--- src/rtl/rst_seq_gen.sv ---
// Reset sequence generator: four-phase req/ack handshake driving a registered active-low reset.
// Optional req glitch filter in IDLE is compiled in with RST_SEQ_REQ_FILTER_EN.
module rst_seq_gen #(
  parameter int unsigned HOLD_CYCLES   = 16,
  parameter int unsigned SETTLE_CYCLES = 8,
  parameter int unsigned FILTER_CYCLES = 4
) (
  input  logic       clk,
  input  logic       rst_n,
  input  logic       req,
  output logic       ack,
  output logic       rst_out_n,
  output logic       busy,
  output logic [7:0] rst_count
);

  localparam int unsigned MAXC = (HOLD_CYCLES > SETTLE_CYCLES) ? HOLD_CYCLES : SETTLE_CYCLES;
  localparam int unsigned CW   = $clog2(MAXC + 1);
  localparam logic [CW-1:0] HOLD_L   = CW'(HOLD_CYCLES);
  localparam logic [CW-1:0] SETTLE_L = CW'(SETTLE_CYCLES);
  localparam logic [CW-1:0] ONE_L    = CW'(1);

  typedef enum logic [1:0] {
    IDLE,
    ASSERT,
    SETTLE,
    DONE
  } state_t;

  state_t        state_q, state_d;
  logic [CW-1:0] cnt_q, cnt_d;
  logic          por_q, por_d;
  logic [7:0]    rst_count_q, rst_count_d;
  logic          rst_out_n_q, rst_out_n_d;
  logic          ack_q, ack_d;
  logic          busy_q, busy_d;
  logic          accept;

`ifdef RST_SEQ_REQ_FILTER_EN
  localparam int unsigned FW = $clog2(FILTER_CYCLES + 1);
  localparam logic [FW-1:0] FILT_LAST = FW'(FILTER_CYCLES - 1);

  logic [FW-1:0] filt_q, filt_d;

  // Counts consecutive high samples in IDLE; any low sample or other state clears it.
  always_comb begin
    filt_d = '0;
    accept = 1'b0;
    if (state_q == IDLE && req) begin
      if (filt_q == FILT_LAST) begin
        accept = 1'b1;
      end else begin
        filt_d = filt_q + 1'b1;
      end
    end
  end

  always_ff @(posedge clk or negedge rst_n) begin
    if (!rst_n) begin
      filt_q <= '0;
    end else begin
      filt_q <= filt_d;
    end
  end
`else
  always_comb begin
    accept = req;
  end
`endif

  always_comb begin
    state_d     = state_q;
    cnt_d       = cnt_q;
    por_d       = por_q;
    rst_count_d = rst_count_q;
    case (state_q)
      IDLE: begin
        if (accept) begin
          state_d = ASSERT;
          cnt_d   = HOLD_L;
        end
      end
      ASSERT: begin
        if (cnt_q == ONE_L) begin
          state_d = SETTLE;
          cnt_d   = SETTLE_L;
        end else begin
          cnt_d = cnt_q - 1'b1;
        end
      end
      SETTLE: begin
        if (cnt_q == ONE_L) begin
          if (por_q) begin
            state_d = IDLE;
            por_d   = 1'b0;
          end else if (req) begin
            state_d = DONE;
            if (rst_count_q != 8'hFF) begin
              rst_count_d = rst_count_q + 8'd1;
            end
          end else begin
            state_d = IDLE;
          end
        end else begin
          cnt_d = cnt_q - 1'b1;
        end
      end
      DONE: begin
        if (!req) begin
          state_d = IDLE;
        end
      end
      default: begin
        state_d = IDLE;
      end
    endcase

    // Outputs are decoded from the next state so they register on the transition edge.
    rst_out_n_d = (state_d != ASSERT);
    ack_d       = (state_d == DONE);
    busy_d      = (state_d == ASSERT) || (state_d == SETTLE);
  end

  always_ff @(posedge clk or negedge rst_n) begin
    if (!rst_n) begin
      state_q     <= ASSERT;
      cnt_q       <= HOLD_L;
      por_q       <= 1'b1;
      rst_count_q <= '0;
      rst_out_n_q <= 1'b0;
      ack_q       <= 1'b0;
      busy_q      <= 1'b1;
    end else begin
      state_q     <= state_d;
      cnt_q       <= cnt_d;
      por_q       <= por_d;
      rst_count_q <= rst_count_d;
      rst_out_n_q <= rst_out_n_d;
      ack_q       <= ack_d;
      busy_q      <= busy_d;
    end
  end

  assign ack       = ack_q;
  assign rst_out_n = rst_out_n_q;
  assign busy      = busy_q;
  assign rst_count = rst_count_q;

endmodule
--- config.mk ---
export PLATFORM = sky130hd
export DESIGN_NAME = rst_seq_gen
export DESIGN_NICKNAME = d
export VERILOG_FILES = /design/src/rtl/rst_seq_gen.sv
export SDC_FILE = /design/constraint.sdc
export NUM_CORES = 1
export LEC_CHECK = 0
export ABC_AREA = 0
export CORE_MARGIN = 10
export CORE_UTILIZATION = 60
export CTS_BUF_LIST = sky130_fd_sc_hd__clkbuf_4 sky130_fd_sc_hd__clkbuf_8
export CTS_CLUSTER_SIZE = 14
export DETAILED_ROUTE_END_ITERATION = 12
export HOLD_SLACK_MARGIN = 0.06
export PLACE_DENSITY = 0.95
export SLEW_MARGIN = 0
export SYNTH_ARGS = -nofsm -noshare
export SYNTH_HDL_FRONTEND = slang
export SYNTH_SLANG_ARGS = --single-unit
--- constraint.sdc ---
create_clock -name clk -period 6.1 [get_ports clk]
set_clock_uncertainty 0.2 [all_clocks]
set_input_delay 1.22 -clock clk [delete_from_list [all_inputs] [get_ports clk]]
set_output_delay 1.22 -clock clk [all_outputs]
set_load 0.02 [all_outputs]
==> impl_metrics.py, run 1 <==
metrics = {
    "hold_path": {
        "hold-path-endpoint": "por_q",
        "hold_start": "por_q",
        "min_path_cells": 1,
        "hp-class": "reg -> reg",
    },
    "clocking": {
        "htree_levels": 1,
        "cts_max_path_buffers": 2,
        "cts_made_buffers": 3,
        "clk_pin_slew_ns": 0.10,
        "clock-sinks": 19,
        "cts_tree": "built",
        "cts_setup_buffers": 0,
        "hold_buffers": 0,
        "root_buffer": "clkbuf_4",
        "cts_resized": 0,
        "clkLatencyLatePin_ns": 0.29,
    },
    "global_routing": {
        "grt.total_usage_pct": 12.0,
        "antenna_found_initial": 0,
        "first_global_vias": 840,
        "grt_max_degree": 20,
        "grt_pass1_wl_um": 3870,
        "grt.overflow.total": 0,
    },
    "die": {
        "rows": 15,
        "start_util_pct": 63.0,
        "ios": 14,
        "fp.dieW_um": 62.6,
        "die_area_um2": 3920,
        "die_h_um": 62.6,
        "core_um2": 1730,
    },
    "synth": {
        "synth_warnings": 0,
        "synthTopCellsByArea": "dfrtp_1, ha_1, dfstp_2",
        "synth_cell_types": 35,
        "synth_seq_cells": 19,
        "synth_top_area_share_pct": 34.5,
        "synth_nets": 115,
        "yosysTopAreaCell": "dfrtp_1",
        "postSynthCellCount": 103,
        "syn_area_um2": 1090,
        "syn_area_per_cell_um2": 10.6,
        "yosysSeqAreaShare_pct": 44.2,
    },
    "setup_path": {
        "r2r_cells": 8,
        "worst_ep_arrival_time_ns": 1.42,
        "crit-reg2reg-launch": "cnt_q[1]",
        "cp-start-kind": "register",
        "reg2reg_slack_ns": 3.53,
        "cp_cell_sequence": "clkdlybuf4s50_1",
        "worst-setup-path-type": "reg -> out",
        "rr_endpoint": "busy",
        "cpLargestDelayFamily": "buffers and inverters",
        "cp.required_ns": 4.68,
        "cpPeakStageDelay_ns": 0.60,
        "crit_buf_inv": 1,
        "worstSetupEndpointType": "output port",
        "crit_fanout": 1,
        "cp_slowest_cell": "clkdlybuf4s50_1",
    },
    "placement": {
        "dp.cells": 140,
        "io_buffers": 13,
        "dp_hpwl_um": 1710,
        "dp_slack_ns": 3.00,
        "routabilityCongestion": 0.893,
    },
    "sta": {
        "hold_viol": 0,
        "slew_headroom_pct": 42.9,
        "fmax_ghz": 0.351,
        "finalSetupTns_ns": 0,
        "hold-worst-slack_ns": 0.293,
        "period_minus_slack_ns": 2.84,
        "worstMarginPinSlew_ns": 0.854,
        "finalCritPeriodShare_pct": 46.6,
        "finalSetupViolCount": 0,
        "slew_violations": 0,
        "finalWorstSetupSlack_ns": 3.26,
        "rsz0062_at_grt": "no",
    },
    "power_and_ir_drop": {
        "ir_drop_uv": 306,
        "power_density_nw_per_um2": 424,
        "p_leak_nw": 0.568,
    },
    "finish": {
        "drive_above_1_share_pct": 13.4,
        "layout_commonest_cell": "dfrtp_1",
        "nets": 132,
        "final_cell_mix": "dfrtp_1, clkdlybuf4s50_1, o21ai_0, ha_1",
        "final_util_pct": 73.8,
        "fin_cells": 144,
        "antenna_cells": 0,
        "area_delta_synth_final_pct": 17.3,
    },
    "drt": {
        "route.detailed.drc": 0,
        "postRouteAntennaNets": 0,
        "wire_per_inst_um": 15.9,
        "wirelength_um": 2290,
        "firstDrtPassIters": 3,
        "num_vias": 823,
        "routed_via_density": 5.72,
        "dr.first_iter.drc_count": 42,
    },
    "job": {
        "max-cap-violations": 0,
    },
    "run_status": {
        "outcome": "completed",
    },
}
==> Yosys cell counts (all sizes together) <==
library cell and instances:
and3b 1, inv 7, clkbuf 1, nor3 1, a22o 1, nand3 3, and3 1, a21boi 1
a22oi 1, mux2 4, o21a 1, a21oi 5, a21o 2, o31ai 2, nor4b 1, nand2b 3
nor4 2, o21ai 9, xnor2 1, nor2b 2, nor3b 2, or4b 1, xor2 4, o21bai 1
o32ai 1, nand4 1, ha 9, dfstp 4, nand2 6, dfrtp 15, o211ai 1, a221oi 1
nor2 7, a311oi 1
==> state kept, by name, summed over array words and instances (netlist names) <==
register and flops:
ack 1, busy 1, cnt_q 5, por_q 1, rst_count 8, rst_out_n 1
state_q 2
==> power by group <==
part | switching, mW | total [mW] | internal (mW)
combinational | 0.149 | 0.269 | 0.120
sequential | 0.0351 | 0.204 | 0.169
clock | 0.0373 | 0.0672 | 0.0299
total | 0.222 | 0.540 | 0.319
==> area by class of cell <==
class | count | area, um^2
multi-input combinational | 76 | 577
sequential | 19 | 480
fill | 140 | 452
timing repair buffer | 13 | 130
tap | 25 | 31.3
clock buffer | 4 | 30.0
inverter | 7 | 26.3
==> logic make-up (layout without fill, tap and decap cells) <==
| family | Yosys count | count (layout) | synth area share (%) |
|---|---|---|---|
| and+or+nand+nor | 31 | 31 | 17.4 |
| buffers and inverters | 8 | 24 | 2.76 |
| xor gates and xnor gates | 5 | 5 | 4.03 |
| muxes | 4 | 4 | 4.14 |
| adders and majority gates | 9 | 9 | 10.4 |
| AOI/OAI and AO/OA | 27 | 27 | 17.1 |
| DFF | 19 | 19 | 44.2 |
==> worst max-delay path by stage <==
stage / cells past startpoint / slack, ns / endpoint / from
3_3_place_gp: 7 / 3.08 / busy / req
5_1_grt: 7 / 3.18 / busy / req
3_5_place_dp: 7 / 3.00 / busy / req
2_1_floorplan: 6 / 3.65 / busy / req
6_report: 1 / 3.26 / busy / busy
4_1_cts: 1 / 3.25 / busy / busy
==> layer usage <==
layer,up-vias,part of all wire (%),global-route usage (%)
li1,399,-,-
met1,399,45,13.5
met2,18,47,18.8
met3,7,5.9,5.20
met4,0,2.5,5.87
met5,-,0,0
==> stage by stage <==
| step | total power [mW] | cell area (um^2) |
|---|---|---|
| floorplan | 0.383 | 1090 |
| global placement | 0.454 | 1240 |
| detailed placement | 0.473 | 1240 |
| CTS | 0.543 | 1270 |
| global route | 0.584 | 1270 |
| finish | 0.540 | 1270 |
(Power assumes the default switching activity.)
==> run 2, diff against run 1 <==
- CORE_UTILIZATION: 60 -> 56
- PLACE_DENSITY: 0.95 -> 0.92
- clock period: 6.1 -> 2.9 ns (I/O delays scaled with it)
==> impl_metrics.py, run 2 (synthesis results as in run 1) <==
metrics = {
    "run_status": {
        "outcome": "completed",
    },
    "clocking": {
        "clkLatencyLatePin_ns": 0.29,
        "root_buffer": "clkbuf_4",
        "clock-sinks": 19,
        "cts_made_buffers": 3,
        "hold_buffers": 0,
        "cts_max_path_buffers": 2,
        "htree_levels": 1,
        "clk_pin_slew_ns": 0.10,
        "cts_resized": 0,
        "cts_tree": "built",
        "cts_setup_buffers": 0,
    },
    "die": {
        "start_util_pct": 61.0,
        "die_h_um": 64.1,
        "ios": 14,
        "fp.dieW_um": 64.1,
        "rows": 15,
        "core_um2": 1780,
        "die_area_um2": 4100,
    },
    "drt": {
        "postRouteAntennaNets": 0,
        "num_vias": 838,
        "wirelength_um": 2180,
        "wire_per_inst_um": 15.1,
        "dr.first_iter.drc_count": 26,
        "firstDrtPassIters": 4,
        "route.detailed.drc": 0,
        "routed_via_density": 5.78,
    },
    "sta": {
        "finalSetupTns_ns": 0,
        "slew_headroom_pct": 43.9,
        "slew_violations": 0,
        "finalCritPeriodShare_pct": 82.2,
        "hold_viol": 0,
        "period_minus_slack_ns": 2.38,
        "worstMarginPinSlew_ns": 0.839,
        "rsz0062_at_grt": "no",
        "finalSetupViolCount": 0,
        "fmax_ghz": 0.419,
    },
    "global_routing": {
        "grt_max_degree": 20,
        "grt_pass1_wl_um": 3890,
        "first_global_vias": 877,
        "grt.overflow.total": 0,
        "grt.total_usage_pct": 11.2,
        "antenna_found_initial": 0,
    },
    "setup_path": {
        "worst-setup-path-type": "reg -> reg",
        "cp-start-kind": "register",
        "cp.required_ns": 2.94,
        "crit_fanout": 3,
        "worstSetupEndpointType": "register",
        "worst_ep_arrival_time_ns": 2.42,
    },
    "finish": {
        "nets": 133,
        "multi_input_area_um2": 577,
        "antenna_cells": 0,
        "area_delta_synth_final_pct": 18.0,
        "fill_cells": 123,
        "seq_area_um2": 480,
        "final_cell_mix": "dfrtp_1, clkdlybuf4s50_1, o21ai_0, ha_1",
        "final_util_pct": 71.9,
        "final_cell_area_um2": 1280,
        "layout_commonest_cell": "dfrtp_1",
        "drive_above_1_share_pct": 14.2,
        "largest_reg_flops": 8,
    },
    "placement": {
        "dpl-instance-area_um2": 1250,
        "routabilityCongestion": 0.873,
        "io_buffers": 13,
        "dp_hpwl_um": 1690,
    },
    "power_and_ir_drop": {
        "p_leak_nw": 0.574,
        "total_power_mw": 1.13,
        "ir_drop_uv": 631,
        "power_density_nw_per_um2": 879,
    },
    "job": {
        "max-cap-violations": 0,
    },
    "hold_path": {
        "hp-class": "reg -> reg",
    },
}
==> run 2: cell count changes in the layout (fill, tap and decap cells not counted), sizes merged <==
cell,previous run,this run
buf,0,1
==> run 2: layer usage <==
layer | vias to the layer above | wire length [um] | global-route usage, %
met5 | - | 0 | 0
met4 | 0 | 13 | 3.28
met3 | 2 | 88 | 2.61
met2 | 17 | 1090 | 19.0
met1 | 410 | 994 | 13.7
li1 | 409 | - | -
==> run 2: worst paths after layout <==
| kind | cells past startpoint | start | slack (ns) | endpoint |
|---|---|---|---|---|
| min | 1 | rst_count[7] | 0.32 | rst_count[7] |
| max | 7 | cnt_q[1] | 0.52 | busy |
| max in group asynchronous | 1 | rst_n | 1.42 | rst_count[4] |
| max reg2reg | 7 | cnt_q[1] | 0.52 | busy |
| min in group asynchronous | 1 | rst_n | 0.57 | rst_count[1] |
| min reg2reg | 1 | rst_count[7] | 0.32 | rst_count[7] |
==> run 2: layout make-up <==
class,count,area share [%]
Clock buffer,4,2.34
Inverter,7,2.05
Multi-Input combinational cell,76,45.0
Sequential cell,19,37.5
Tap cell,25,2.44
Timing Repair Buffer,14,10.7
==> run 2: critical path: stages (launching register included) <==
cell     delay (ns)
dfrtp_1        0.41
inv_1          0.11
ha_1           0.20
or4b_2         0.65
a21oi_1        0.23
o21ai_0        0.17
ha_1           0.31
inv_1          0.05
==> run 2: stage by stage <==
stage                     setup WS, ns  instances  hold WS, ns
after floorplan                  0.614        103       0.0844
after global placement           0.516        141        0.279
after detailed placement         0.442        141        0.278
after CTS                        0.540        145        0.321
after global routing             0.408        145        0.333
final                            0.516        145        0.316
==> run 2: where the power goes <==
group / switching (mW) / leakage (nW) / internal [mW]
clock: 0.0745 / 0.0184 / 0.0627
combinational: 0.303 / 0.314 / 0.256
sequential: 0.0763 / 0.242 / 0.355
